File: config.mk
export PLATFORM = sky130hd
export DESIGN_NAME = instr_run_controller
export DESIGN_NICKNAME = d
export VERILOG_FILES = /design/src/rtl/riscv_ctrl_pkg.sv /design/src/rtl/instr_run_controller.sv
export SDC_FILE = /design/constraint.sdc
export NUM_CORES = 1
export LEC_CHECK = 0
export BUFFER_PORTS_ARGS = -buffer_cell sky130_fd_sc_hd__clkbuf_2
export CAP_MARGIN = 20
export CORE_ASPECT_RATIO = 1.75
export CORE_MARGIN = 2
export CORE_UTILIZATION = 35
export DETAILED_ROUTE_END_ITERATION = 16
export SLEW_MARGIN = 15
export SYNTH_ARGS = -nofsm -noshare
export SYNTH_HDL_FRONTEND = slang
export SYNTH_SLANG_ARGS = --single-unit
File: constraint.sdc
create_clock -name clk -period 4.8 [get_ports clk]
set_input_delay 0.96 -clock clk [delete_from_list [all_inputs] [get_ports clk]]
set_output_delay 0.96 -clock clk [all_outputs]
set_load 0.005 [all_outputs]
File: src/rtl/riscv_ctrl_pkg.sv
// Shared types and constants for the instruction run controller.
// Holds the run-state enum and the NOP / EBREAK encodings.
package riscv_ctrl_pkg;

    typedef enum logic [2:0] {
        IDLE,
        FETCH,
        EXEC,
        WAIT_STEP,
        HALT
    } run_state_t;

    localparam logic [31:0] INSTR_NOP    = 32'h0000_0013;
    localparam logic [31:0] INSTR_EBREAK = 32'h0010_0073;

endpackage

File: src/rtl/instr_run_controller.sv
// Fetches words from synchronous instruction memory and commits them one per two cycles.
// Optional macro EBREAK_HALT_EN: a fetched ebreak halts the run without being committed.
module instr_run_controller
    import riscv_ctrl_pkg::*;
#(
    parameter int unsigned DEPTH = 256,
    parameter int unsigned AW    = $clog2(DEPTH),
    parameter int unsigned CNT_W = 16
) (
    input  logic             clk,
    input  logic             rst,
    input  logic             start,
    input  logic             step_mode,
    input  logic             step_req,
    input  logic             abort,
    input  logic [CNT_W-1:0] instr_count,
    output logic [AW-1:0]    imem_addr,
    input  logic [31:0]      imem_rdata,
    output logic [31:0]      instruction,
    output logic             instr_valid,
    output logic             busy,
    output logic             done,
    output logic [CNT_W-1:0] retired
);

    // pc carries one extra bit so the increment past the last word never wraps
    localparam logic [AW:0] PC_LAST = (AW+1)'(DEPTH - 1);

    run_state_t       state, state_nxt;
    logic [AW:0]      pc, pc_nxt, pc_inc;
    logic [CNT_W-1:0] count_q, count_nxt;
    logic [CNT_W-1:0] retired_nxt, retired_inc;
    logic [AW-1:0]    addr_nxt;
    logic [31:0]      instr_nxt;
    logic             valid_nxt, busy_nxt, done_nxt;
    logic             is_ebreak;

    assign pc_inc      = pc + 1'b1;
    assign retired_inc = retired + 1'b1;

    always_comb begin
`ifdef EBREAK_HALT_EN
        is_ebreak = (imem_rdata == INSTR_EBREAK);
`else
        is_ebreak = 1'b0;
`endif
    end

    always_comb begin
        state_nxt   = state;
        pc_nxt      = pc;
        count_nxt   = count_q;
        retired_nxt = retired;
        addr_nxt    = imem_addr;
        instr_nxt   = INSTR_NOP;
        valid_nxt   = 1'b0;
        busy_nxt    = (state == FETCH) || (state == EXEC) || (state == WAIT_STEP);
        done_nxt    = done;

        unique case (state)
            IDLE, HALT: begin
                if (state == HALT) done_nxt = 1'b1;
                if (start) begin
                    count_nxt   = instr_count;
                    pc_nxt      = '0;
                    retired_nxt = '0;
                    done_nxt    = 1'b0;
                    addr_nxt    = '0;
                    state_nxt   = (instr_count == '0) ? HALT : FETCH;
                end
            end
            FETCH: begin
                state_nxt = abort ? HALT : EXEC;
            end
            EXEC: begin
                if (is_ebreak) begin
                    state_nxt = HALT;
                end else begin
                    instr_nxt   = imem_rdata;
                    valid_nxt   = 1'b1;
                    retired_nxt = retired_inc;
                    pc_nxt      = pc_inc;
                    // Address for the next FETCH is set up one cycle early to hide the read latency
                    addr_nxt    = pc_inc[AW-1:0];
                    if (abort || (retired_inc == count_q) || (pc == PC_LAST))
                        state_nxt = HALT;
                    else if (step_mode)
                        state_nxt = WAIT_STEP;
                    else
                        state_nxt = FETCH;
                end
            end
            WAIT_STEP: begin
                if (abort)
                    state_nxt = HALT;
                else if (step_req || !step_mode)
                    state_nxt = FETCH;
            end
            default: state_nxt = IDLE;
        endcase
    end

    always_ff @(posedge clk or negedge rst) begin
        if (!rst) begin
            state       <= IDLE;
            pc          <= '0;
            count_q     <= '0;
            retired     <= '0;
            imem_addr   <= '0;
            instruction <= INSTR_NOP;
            instr_valid <= 1'b0;
            busy        <= 1'b0;
            done        <= 1'b0;
        end else begin
            state       <= state_nxt;
            pc          <= pc_nxt;
            count_q     <= count_nxt;
            retired     <= retired_nxt;
            imem_addr   <= addr_nxt;
            instruction <= instr_nxt;
            instr_valid <= valid_nxt;
            busy        <= busy_nxt;
            done        <= done_nxt;
        end
    end

endmodule
==> metrics.md, run 1 <==
| Metric | Value |
|---|---|
| CTS root buffer | clkbuf_16 |
| Post-synth EDFFs | 0 |
| Die height | 143 µm |
| Wirelength per Cell | around 17 µm |
| Pin count of the biggest net entering global routing | 80 |
| Least-Margin Pin Slew | roughly 0.85 ns |
| Clk_lat worst skew | 0.33 ns |
| I/O Pins | around 110 |
| RSZ-0062 raised after global routing | false |
| Yosys cell types | 58 |
| Number of gates resized after CTS | 0 |
| Max Clk Rate | 382 MHz |
| Final setup fails | 0 |
| Clock H-tree levels | 3 |
| R2R setup slack | between 2 and 2.5 ns |
| WP data required | 5.00 ns |
| Crit end category | flip-flop |
| Std cell rows | 50 |
| Clock Path Buffers | 2 |
| Fin. max-slew vios | 0 |
| Reg-to-reg endpoint | state[1] |
| Final hold viol count | 0 |
| Area share of the leading cell type in the synthesized netlist | 49.2% |
| Seq. cell area | 1980 µm² |
| Bufs and invs on worst path | 0 |
| # Max-Cap Violations | 0 |
| Number of buffers created by CTS | 9 |
| Vias per Instance | roughly 5.2 |
| Place WS | 2.16 ns |
| Layout cell share with drive strength beyond 1 | 33.1% |
| Post-synth ARST share | between 90% and 100% |
| Starting Density | 35.9% |
| Area of the mapped netlist | ~3900 µm² |
| Post-DP HPWL | 7270 µm |
| Clock Skew | 0.00954 ns |
| Min-delay worst type | reg2reg |
| Grt ovf | 0 |
| Worst path top cell family by delay | simple AND/OR/NAND/NOR gates |
| Worst VDD drop | 0.258 mV |
| Register area share after synthesis | 51.2% |
| R2R cell count | 6 |
| Area grow syn2layout | 22.4% |
| Total setup buffers inserted after CTS | 0 |
| Most used DFF post-synth | dfrtp_1 |
| Stages on worst setup path | 6 |
| DR pass1 iterations | 4 |
| CORE AREA | 10800 µm² |
| CTS tree | done |
| First-pass GRT wire length | 16000 µm |
| I/O Buffers | around 110 |
| Fin util | 44.0% |
| Synth warnings | 0 |
| Hold Path Stages | 2 |
| Syn avg cell area | ~10 µm² |
| Rel. slew slack | between 40% and 50% |
| Residual DRC | 0 |
| Crit Path Category | reg2reg |
| Clk pin slew, worst setup/hold paths | 0.06 ns |
| Multi-input logic area | 1690 µm² |
| Max stage delay cell, worst path | nor4_1 |
| Synth area leader | dfrtp_1 |
| Period minus WS final | 2.62 ns |
| Gpl congestion | 0.853 |
| Die span in x | ~83 µm |
| Setup TNS | 0 ns |
| Endpoint, Worst Hold | pc[8] |
| Initial DRC Count | 182 |
| Status | finished, final reports clean |
| Layout filler cell count | 1073 |
| Synth area leaders | dfrtp_1 (49%), and2_1 (5.2%), o21ai_0 (4.8%) |
| Die area | between 10000 and 15000 µm² |
| PD cells | 442 nW/µm² |
| Tcrit/Tclk final | 54.5% |
| Clock sinks | 79 |
| Initial antenna violation count | 0 |
| Synth top cells by count | dfrtp_1 (76), o21ai_0 (37), and2_1 (32) |
| Ant diodes | 0 |
| Syn Inst Count | 371 |
| Arrival time worst endpoint | 2.82 ns |
| Placed cell count | 587 |
| Post-Route WL | 10100 µm |
| Final ANT Viol Nets | 0 |
| Slowest stage delay, CP | 0.64 ns |
| Worst Path Max Fanout | 13 |
| Register bit total from synthesis | 79 |
| Hold path start | pc[8] |
| Post-route insts no fill | ~600 |
| Number of global-route vias before repair | 3288 |
| Vias | 3158 |
| Reg2reg start | retired[2] |
| Leakage power total | 2.31 nW |
| Hold Worst Slack | between 0.4 and 0.5 ns |
| Worst Setup Start Kind | flip-flop |
| Final-stage net count | 526 |
| Critical path, cell by cell | nand3_1 -> nor4_1 -> xnor2_1 -> o2111ai_1 -> nor4_2 -> o21ai_1 |
| Mapped Nets | 428 |
| Setup WS post-layout | 2.18 ns |
| Gr usage total | 17.3% |
| Post-CTS Hold Buffers | 0 |
| Most numerous cell in the Yosys netlist | dfrtp_1 |
## cell families (layout without fill, tap and decap cells)
| logic type | Yosys count | count (layout) | share of synthesized area (%) |
|---|---|---|---|
| buffers and inverters | 37 | 140 | 5.02 |
| AO/OA/AOI/OAI | 79 | 79 | 13.4 |
| XOR/XNOR | 17 | 17 | 4.05 |
| flip-flops | 79 | 79 | 51.2 |
| adder cells (fa/ha/maj) | 3 | 3 | 0.971 |
| AND/OR/NAND/NOR | 141 | 141 | 21.0 |
| multiplexers | 15 | 15 | 4.34 |
## report_power, final
group	internal [mW]	switching (mW)
clock	0.349	0.253
sequential	0.805	0.0978
combinational	0.284	0.302
total	1.44	0.652
## flip-flops by register name, indices dropped and copies added, names as in the netlist
signal / count
instruction: 32
imem_addr: 7
retired: 16
pc: 2
done: 1
instr_valid: 1
state: 3
count_q: 16
busy: 1
## tightest hold or removal path, stage by stage (launching register included)
cell and delay, ns:
dfrtp_1 0.34, nand2_1 0.04, o21ai_0 0.06
## routing by layer
metal / GRT usage [%] / wire length, µm / vias to the layer above / part of all wire (%)
li1: - / - / 1494 / -
met1: 18.3 / 3660 / 1521 / 36
met2: 31.5 / 5560 / 116 / 55
met3: 3.47 / 537 / 27 / 5.3
met4: 10.3 / 344 / 0 / 3.4
met5: 0 / 0 / - / 0
## cells in the final DEF, fill, tap and decap left out, types with 2 or more instances in the layout
cell type	count
o31ai_1	7
a21o_1	3
a21bo_2	2
dfstp_2	3
xnor2_1	8
buf_4	4
nor4_1	6
and3_1	5
xor2_1	8
nor3_1	6
clkbuf_1	5
a22oi_1	3
a22o_1	2
inv_1	8
nand4_1	6
clkbuf_16	9
nand3_1	12
nor2b_1	7
nand4_4	2
nand2_1	24
ha_1	3
o211a_1	2
a21oi_1	6
and2_1	32
nand2b_1	7
o211ai_1	3
nor2_1	19
or3_1	3
nor3b_1	2
o21ai_0	37
dfrtp_1	76
clkinv_2	2
or4_4	2
mux2_2	14
clkbuf_2	111
o41ai_1	2
## worst max-delay path by stage
stage                from           to  slack (ns)
6_report       retired[2]     state[1]        2.18
5_1_grt        retired[2]     state[1]        1.88
4_1_cts        retired[2]     state[1]        2.17
3_5_place_dp        start  retired[15]        2.16
3_3_place_gp        start  retired[15]        2.22
2_1_floorplan  retired[0]     state[1]        2.68
## through the flow
step | instance area [µm²] | total power, mW
finish | 4730 | 2.09
global route | 4730 | 2.22
CTS | 4700 | 2.11
detailed placement | 4450 | 1.51
global placement | 4450 | 1.49
floorplan | 3870 | 1.29
## cell type report
type,instances,area share (%)
multi-input cells,255,35.7
flip-flops and latches,79,41.9
repair buffers,116,13.0
clock inverters,2,0.212
inverters,8,0.635
clock buffers,14,5.16
well taps,130,3.44
(Power assumes the default switching activity.)
==> run 2: changes to the inputs <==
- ABC_AREA: unset -> 1
- clock period: 4.8 -> 2.5 ns (I/O delays scaled with it)
==> run 2 against run 1 <==
  * Final area fell by 0.21%
  * Sequential cell count is the same
  * First-iteration DRC count down 34%
  * Core utilization up 0.69 points
  * Critical endpoint is now state[2]
  * Largest power group unchanged
==> metrics.md, run 2 <==
| Metric | Value |
|---|---|
| Total setup buffers inserted after CTS | 0 |
| Final hold viol count | 0 |
| First-pass GRT wire length | 16700 µm |
| Register bank with the most flops | instruction |
| DR pass1 iterations | 4 |
| Largest regs | instruction: 32 flops, count_q: 16 flops, retired: 16 flops |
| Reg2reg start | retired[0] |
| Die area | 11600 µm² |
| Post-DP HPWL | 7850 µm |
| Slowest stage delay, CP | 0.47 ns |
| Gpl congestion | 0.903 |
| Placed cell count | between 600 and 700 |
| Clock sinks | slightly below 80 |
| Post-route insts no fill | 710 |
| Crit end category | flip-flop |
| Mapped Nets | approximately 520 |
| Commonest cells after routing, fill and taps aside | nand2_1 (114), clkbuf_2 (111), dfrtp_1 (76) |
| Clock Power Share | 31.3% |
| Area grow syn2layout | 25.8% |
| WP data required | 2.77 ns |
| Least-Margin Pin Slew | 0.655 ns |
| Max FFs per register | 32 |
| Number of global-route vias before repair | 3643 |
| Die span in x | just over 80 µm |
| P_sw | roughly 1.3 mW |
| Initial DRC Count | 120 |
| I/O Buffers | between 100 and 150 |
| Vias per Instance | between 4 and 5 |
| Critical path, cell by cell | ha_1 -> nand3_1 -> nor2_1 -> nand2_1 -> nand3_1 -> nand2_1 -> nor2_1 -> nand2_1 -> nor2_2 -> nand3_2 -> nand2_1 -> nand2_1 -> nand2_1 -> nand2_1 -> nand2_1 |
| Period minus WS final | 2.11 ns |
| Fin. max-slew vios | 0 |
| Clock Skew | 0.00614 ns |
| CTS tree | done |
| Post-synth EDFFs | 0 |
| Min-delay worst type | in2async |
| CTS root buffer | clkbuf_16 |
| Area after DPL | about 4400 µm² |
| Syn avg cell area | between 8 and 9 µm² |
| Final Instance Area | 4720 µm² |
| Layout cell share with drive strength beyond 1 | 25.9% |
| Post-synth ARST share | 100% |
| R2R cell count | 15 |
| Max stage delay cell, worst path | dfrtp_1 |
| Commonest non-fill, non-tap cell in the layout | nand2_1 |
| Logic pwr share | 26.8% |
| Clk pin slew, worst setup/hold paths | 0.06 ns |
| Synth warnings | 0 |
| Reg power frac | 41.9% |
| Worst Setup Start Kind | flip-flop |
| Initial antenna violation count | 0 |
| Final setup fails | 0 |
| Synth top cells by count | nand2_1 (114), dfrtp_1 (76), inv_1 (74) |
| Internal power | 2.72 mW |
| Die height | 141 µm |
| Wirelength per Cell | 14.4 µm |
| Worst VDD drop | ~0.42 mV |
| Gr usage total | 19.1% |
| CORE AREA | 10600 µm² |
| Clock Path Buffers | 2 |
| Area share of the leading cell type in the synthesized netlist | between 50% and 60% |
| Bufs and invs on worst path | 0 |
| Synth area leader | dfrtp_1 |
| Number of buffers created by CTS | 9 |
| Clk_lat worst skew | 0.33 ns |
| I/O Pins | about 110 |
| Final ANT Viol Nets | 0 |
| Status | finished, final reports clean |
| Worst path top cell family by delay | simple AND/OR/NAND/NOR gates |
| Grt ovf | 0 |
| Area of the mapped netlist | 3750 µm² |
| Starting Density | 35.5% |
| Yosys cell types | 27 |
| Clock H-tree levels | 3 |
| Most used DFF post-synth | dfrtp_1 |
| Setup TNS | 0 ns |
| R2R setup slack | roughly 0.39 ns |
| Synth area leaders | dfrtp_1 (51%), nand2_1 (11%), inv_1 (7.4%) |
| Residual DRC | 0 |
| Most numerous cell in the Yosys netlist | nand2_1 |
| Post-CTS Hold Buffers | 0 |
| CP most frequent cell | nand2_1 |
| Switching share of power | ~33% |
| Max Clk Rate | 473 MHz |
| Rel. slew slack | 56.0% |
| # Max-Cap Violations | 0 |
| Std cell rows | 50 |
| Final-stage net count | 632 |
| Arrival time worst endpoint | 2.38 ns |
| Register bit total from synthesis | 79 |
| Vias | 3481 |
| Register area share after synthesis | 52.7% |
| Crit Path Category | reg2reg |
| Worst Path Max Fanout | 7 |
| Syn Inst Count | between 400 and 500 |
| Pin count of the biggest net entering global routing | 47 |
| Leakage power total | approximately 2.6 nW |
| Post-Route WL | 10300 µm |
| Ant diodes | 0 |
| Reg-to-reg endpoint | state[2] |
| Tcrit/Tclk final | a little over four fifths |
| RSZ-0062 raised after global routing | false |
| PD cells | 861 nW/µm² |
| Number of gates resized after CTS | 0 |
-- run 2: worst max path at each step --
stage	from	end	slack, ns	cells after the start
2_1_floorplan	retired[0]	state[2]	0.71	15
3_3_place_gp	retired[0]	state[2]	0.54	15
3_5_place_dp	retired[0]	state[2]	0.43	15
4_1_cts	retired[0]	state[2]	0.40	15
5_1_grt	retired[0]	state[2]	0.10	15
6_report	retired[0]	state[2]	0.39	15
-- run 2: routing by layer --
metal / share of wire [%] / wire, µm / track usage (%)
met1: 36 / 3660 / 19.5
met2: 53 / 5410 / 32.9
met3: 5.7 / 586 / 4.55
met4: 5.9 / 605 / 13.1
met5: 0 / 0 / 0
-- run 2: logic make-up after synthesis --
group	share of synthesized area (%)
AO/OA/AOI/OAI	7.10
XOR/XNOR	1.77
adder cells (fa/ha/maj)	1.00
buffers and inverters	10.0
flip-flops	52.7
AND/OR/NAND/NOR	27.4
-- run 2: power groups by stage --
| stage | clock, mW | combinational [mW] | sequential (mW) |
|---|---|---|---|
| after floorplan | 0 | 0.670 | 1.70 |
| after global placement | 0 | 1.08 | 1.72 |
| after detailed placement | 0 | 1.10 | 1.72 |
| after CTS | 1.31 | 1.11 | 1.70 |
| after global routing | 1.37 | 1.23 | 1.74 |
| final | 1.27 | 1.09 | 1.70 |
-- run 2: final cells by class --
| cell class | count | area, µm² |
|---|---|---|
| fillers | 1099 | 5850 |
| flip-flops and latches | 79 | 1980 |
| multi-input cells | 293 | 1400 |
| repair buffers | 118 | 621 |
| inverters | 74 | 278 |
| clock buffers | 11 | 233 |
| well taps | 130 | 163 |
| clock inverters | 5 | 50.0 |
-- run 2: metrics by stage --
step,hold slack (ns),setup slack [ns],util (%),power (mW)
CTS,0.106,0.404,44.7,4.12
detailed placement,0.467,0.428,42.0,2.82
floorplan,0.204,0.714,-,2.37
global placement,0.461,0.536,42.0,2.80
finish,0.0968,0.386,44.7,4.06
global route,0.120,0.104,44.7,4.34
==> run 3: changes to the inputs <==
- clock period: 2.5 -> 2.1 ns (I/O delays scaled with it)
==> run 3 against run 2 <==
  * Global-route usage fell by 0.65 points
  * Sequential power rose by 19%
  * First-iteration DRC count is 64% higher
  * Sequential cell count is the same
  * Power rose by 25%
  * Clock power increased by 34%
  * Via count decreased by 1.6%
  * Count of clock-buffer cells in the layout is the same
  * Die area unchanged
  * Critical path depth did not move
  * Critical path type unchanged
  * Critical endpoint unchanged
==> metrics.md, run 3 (synthesis gave the netlist of run 2 again) <==
| Metric | Value |
|---|---|
| DR pass1 iterations | 4 |
| Post-route insts no fill | 711 |
| R2R cell count | 15 |
| Worst Setup Start Kind | flip-flop |
| I/O Pins | 113 |
| Layout filler cell count | approximately 1100 |
| Initial DRC Count | 197 |
| PD cells | 1060 nW/µm² |
| Area after DPL | 4450 µm² |
| Clock Path Buffers | 2 |
| DR WL met3 | 662 µm |
| Worst Path Max Fanout | 7 |
| Worst VDD drop | 0.514 mV |
| Pin count of the biggest net entering global routing | 51 |
| Largest regs | instruction: 32 flops, count_q: 16 flops, retired: 16 flops |
| I/O Buffers | 112 |
| Grt ovf | 0 |
| Final setup fails | 0 |
| Final-stage net count | ~630 |
| Final ANT Viol Nets | 0 |
| Total setup buffers inserted after CTS | 0 |
| Wirelength per Cell | about 14 µm |
| Vias | 3424 |
| P_sw | 1.64 mW |
| WP data required | 2.37 ns |
| Clk pin slew, worst setup/hold paths | 0.06 ns |
| Layout cell share with drive strength beyond 1 | 27.0% |
| Crit end category | flip-flop |
| CTS tree | done |
| Die area | approximately 12000 µm² |
| Placed cell count | between 600 and 700 |
| Post-Route WL | 10100 µm |
| Least-Margin Pin Slew | about 0.55 ns |
| Die height | 141 µm |
| Gpl congestion | 0.863 |
| Top layer in use | met4 |
| Tcrit/Tclk final | 91.6% |
| # Max-Cap Violations | 0 |
| Clk_lat worst skew | 0.33 ns |
| Final hold viol count | 0 |
| Status | finished, final reports clean |
| Vias per Instance | 4.82 |
| Post-DP HPWL | 7650 µm |
| Internal power | 3.42 mW |
| CTS root buffer | clkbuf_16 |
| Commonest cells after routing, fill and taps aside | nand2_1 (114), clkbuf_2 (111), inv_1 (74), dfrtp_1 (74), nor2_1 (56) |
| Die span in x | 82.3 µm |
| Clock Skew | 0.00651 ns |
| Clock H-tree levels | 3 |
| Arrival time worst endpoint | 2.20 ns |
| Pwr Total | a little over 5 mW |
| Residual DRC | 0 |
| Starting Density | 35.5% |
| DR WL met2 | approximately 5500 µm |
| Ant diodes | 0 |
| Gr usage total | between 10% and 20% |
| Max Clk Rate | 520 MHz |
| Commonest non-fill, non-tap cell in the layout | nand2_1 |
| Final Instance Area | 4800 µm² |
| Register bank with the most flops | instruction |
| Std cell rows | 50 |
| Number of global-route vias before repair | 3475 |
| Fin. max-slew vios | 0 |
| Min-delay worst type | in2async |
| Reg power frac | 39.9% |
| Logic pwr share | between 20% and 30% |
| Switching share of power | approximately a third |
| Place WS | 0.110 ns |
| Area grow syn2layout | 27.8% |
| Setup TNS | 0 ns |
| Leakage power total | 2.56 nW |
| Number of buffers created by CTS | 9 |
| Crit Path Category | reg2reg |
| Post-CTS Hold Buffers | 0 |
| Period minus WS final | 1.92 ns |
| Met1 WL | 3610 µm |
| Clock Power Share | about a third |
| Setup WS post-layout | around 0.18 ns |
| CORE AREA | between 10000 and 15000 µm² |
| Rel. slew slack | 62.9% |
| First-pass GRT wire length | 16200 µm |
| Clock sinks | 79 |
| Max FFs per register | 32 |
| Initial antenna violation count | 0 |
## run 3: layer usage
| layer | up-vias | global-route usage [%] |
|---|---|---|
| met5 | - | 0 |
| met4 | 0 | 9.82 |
| met3 | 27 | 4.67 |
| met2 | 131 | 33.4 |
| met1 | 1599 | 18.4 |
| li1 | 1667 | - |
## run 3: final cells by class
cell class              count  area, µm²  area share [%]
flip-flops and latches     79       1980            41.3
multi-input cells         293       1420            29.6
repair buffers            119        628            13.1
inverters                  74        278            5.79
clock buffers              11        243            5.06
well taps                 130        163            3.39
clock inverters             5       81.3            1.69
## run 3: power groups by stage
stage                     logic (mW)  clock network, mW  registers (mW)
after floorplan                0.798                  0            2.03
after global placement          1.31                  0            2.03
after detailed placement        1.35                  0            2.04
after CTS                       1.35               1.74            2.01
after global routing            1.53               1.81            2.05
final                           1.35               1.70            2.02
## run 3: worst paths after layout
kind                           startpoint              end  slack [ns]
setup / recovery               retired[1]         state[2]        0.18
hold / removal                        rst  instruction[13]       0.003
setup reg to reg               retired[1]         state[2]        0.18
hold reg to reg                count_q[0]       count_q[0]        0.51
max in group asynchronous             rst       retired[1]        1.49
min in group clk           imem_rdata[22]  instruction[22]        0.28
## run 3: repair_timing
item                                    in CTS  in global routing
resized for setup                            0                  8
hold endpoints to repair                     0                  0
endpoints found under the setup margin       0                  3
## run 3: through the flow
stage / hold slack, ns / util, %
floorplan: 0.124 / -
global placement: 0.366 / 42.1
detailed placement: 0.371 / 42.1
CTS: 0.0128 / 45.1
global route: 0.0358 / 45.4
finish: 0.00274 / 45.4
## run 3: worst max-delay path: stages, from the launching register on
cell	delay, ns
dfrtp_2	0.41
ha_4	0.17
nand2_2	0.07
nor2_4	0.19
nand2_1	0.10
nand3_1	0.07
nand2_1	0.07
nor2_1	0.14
nand3_1	0.10
nor2_2	0.17
nand3_2	0.11
nand2_1	0.07
nand2_1	0.04
nand2_1	0.06
nand2_1	0.05
nand2_1	0.05
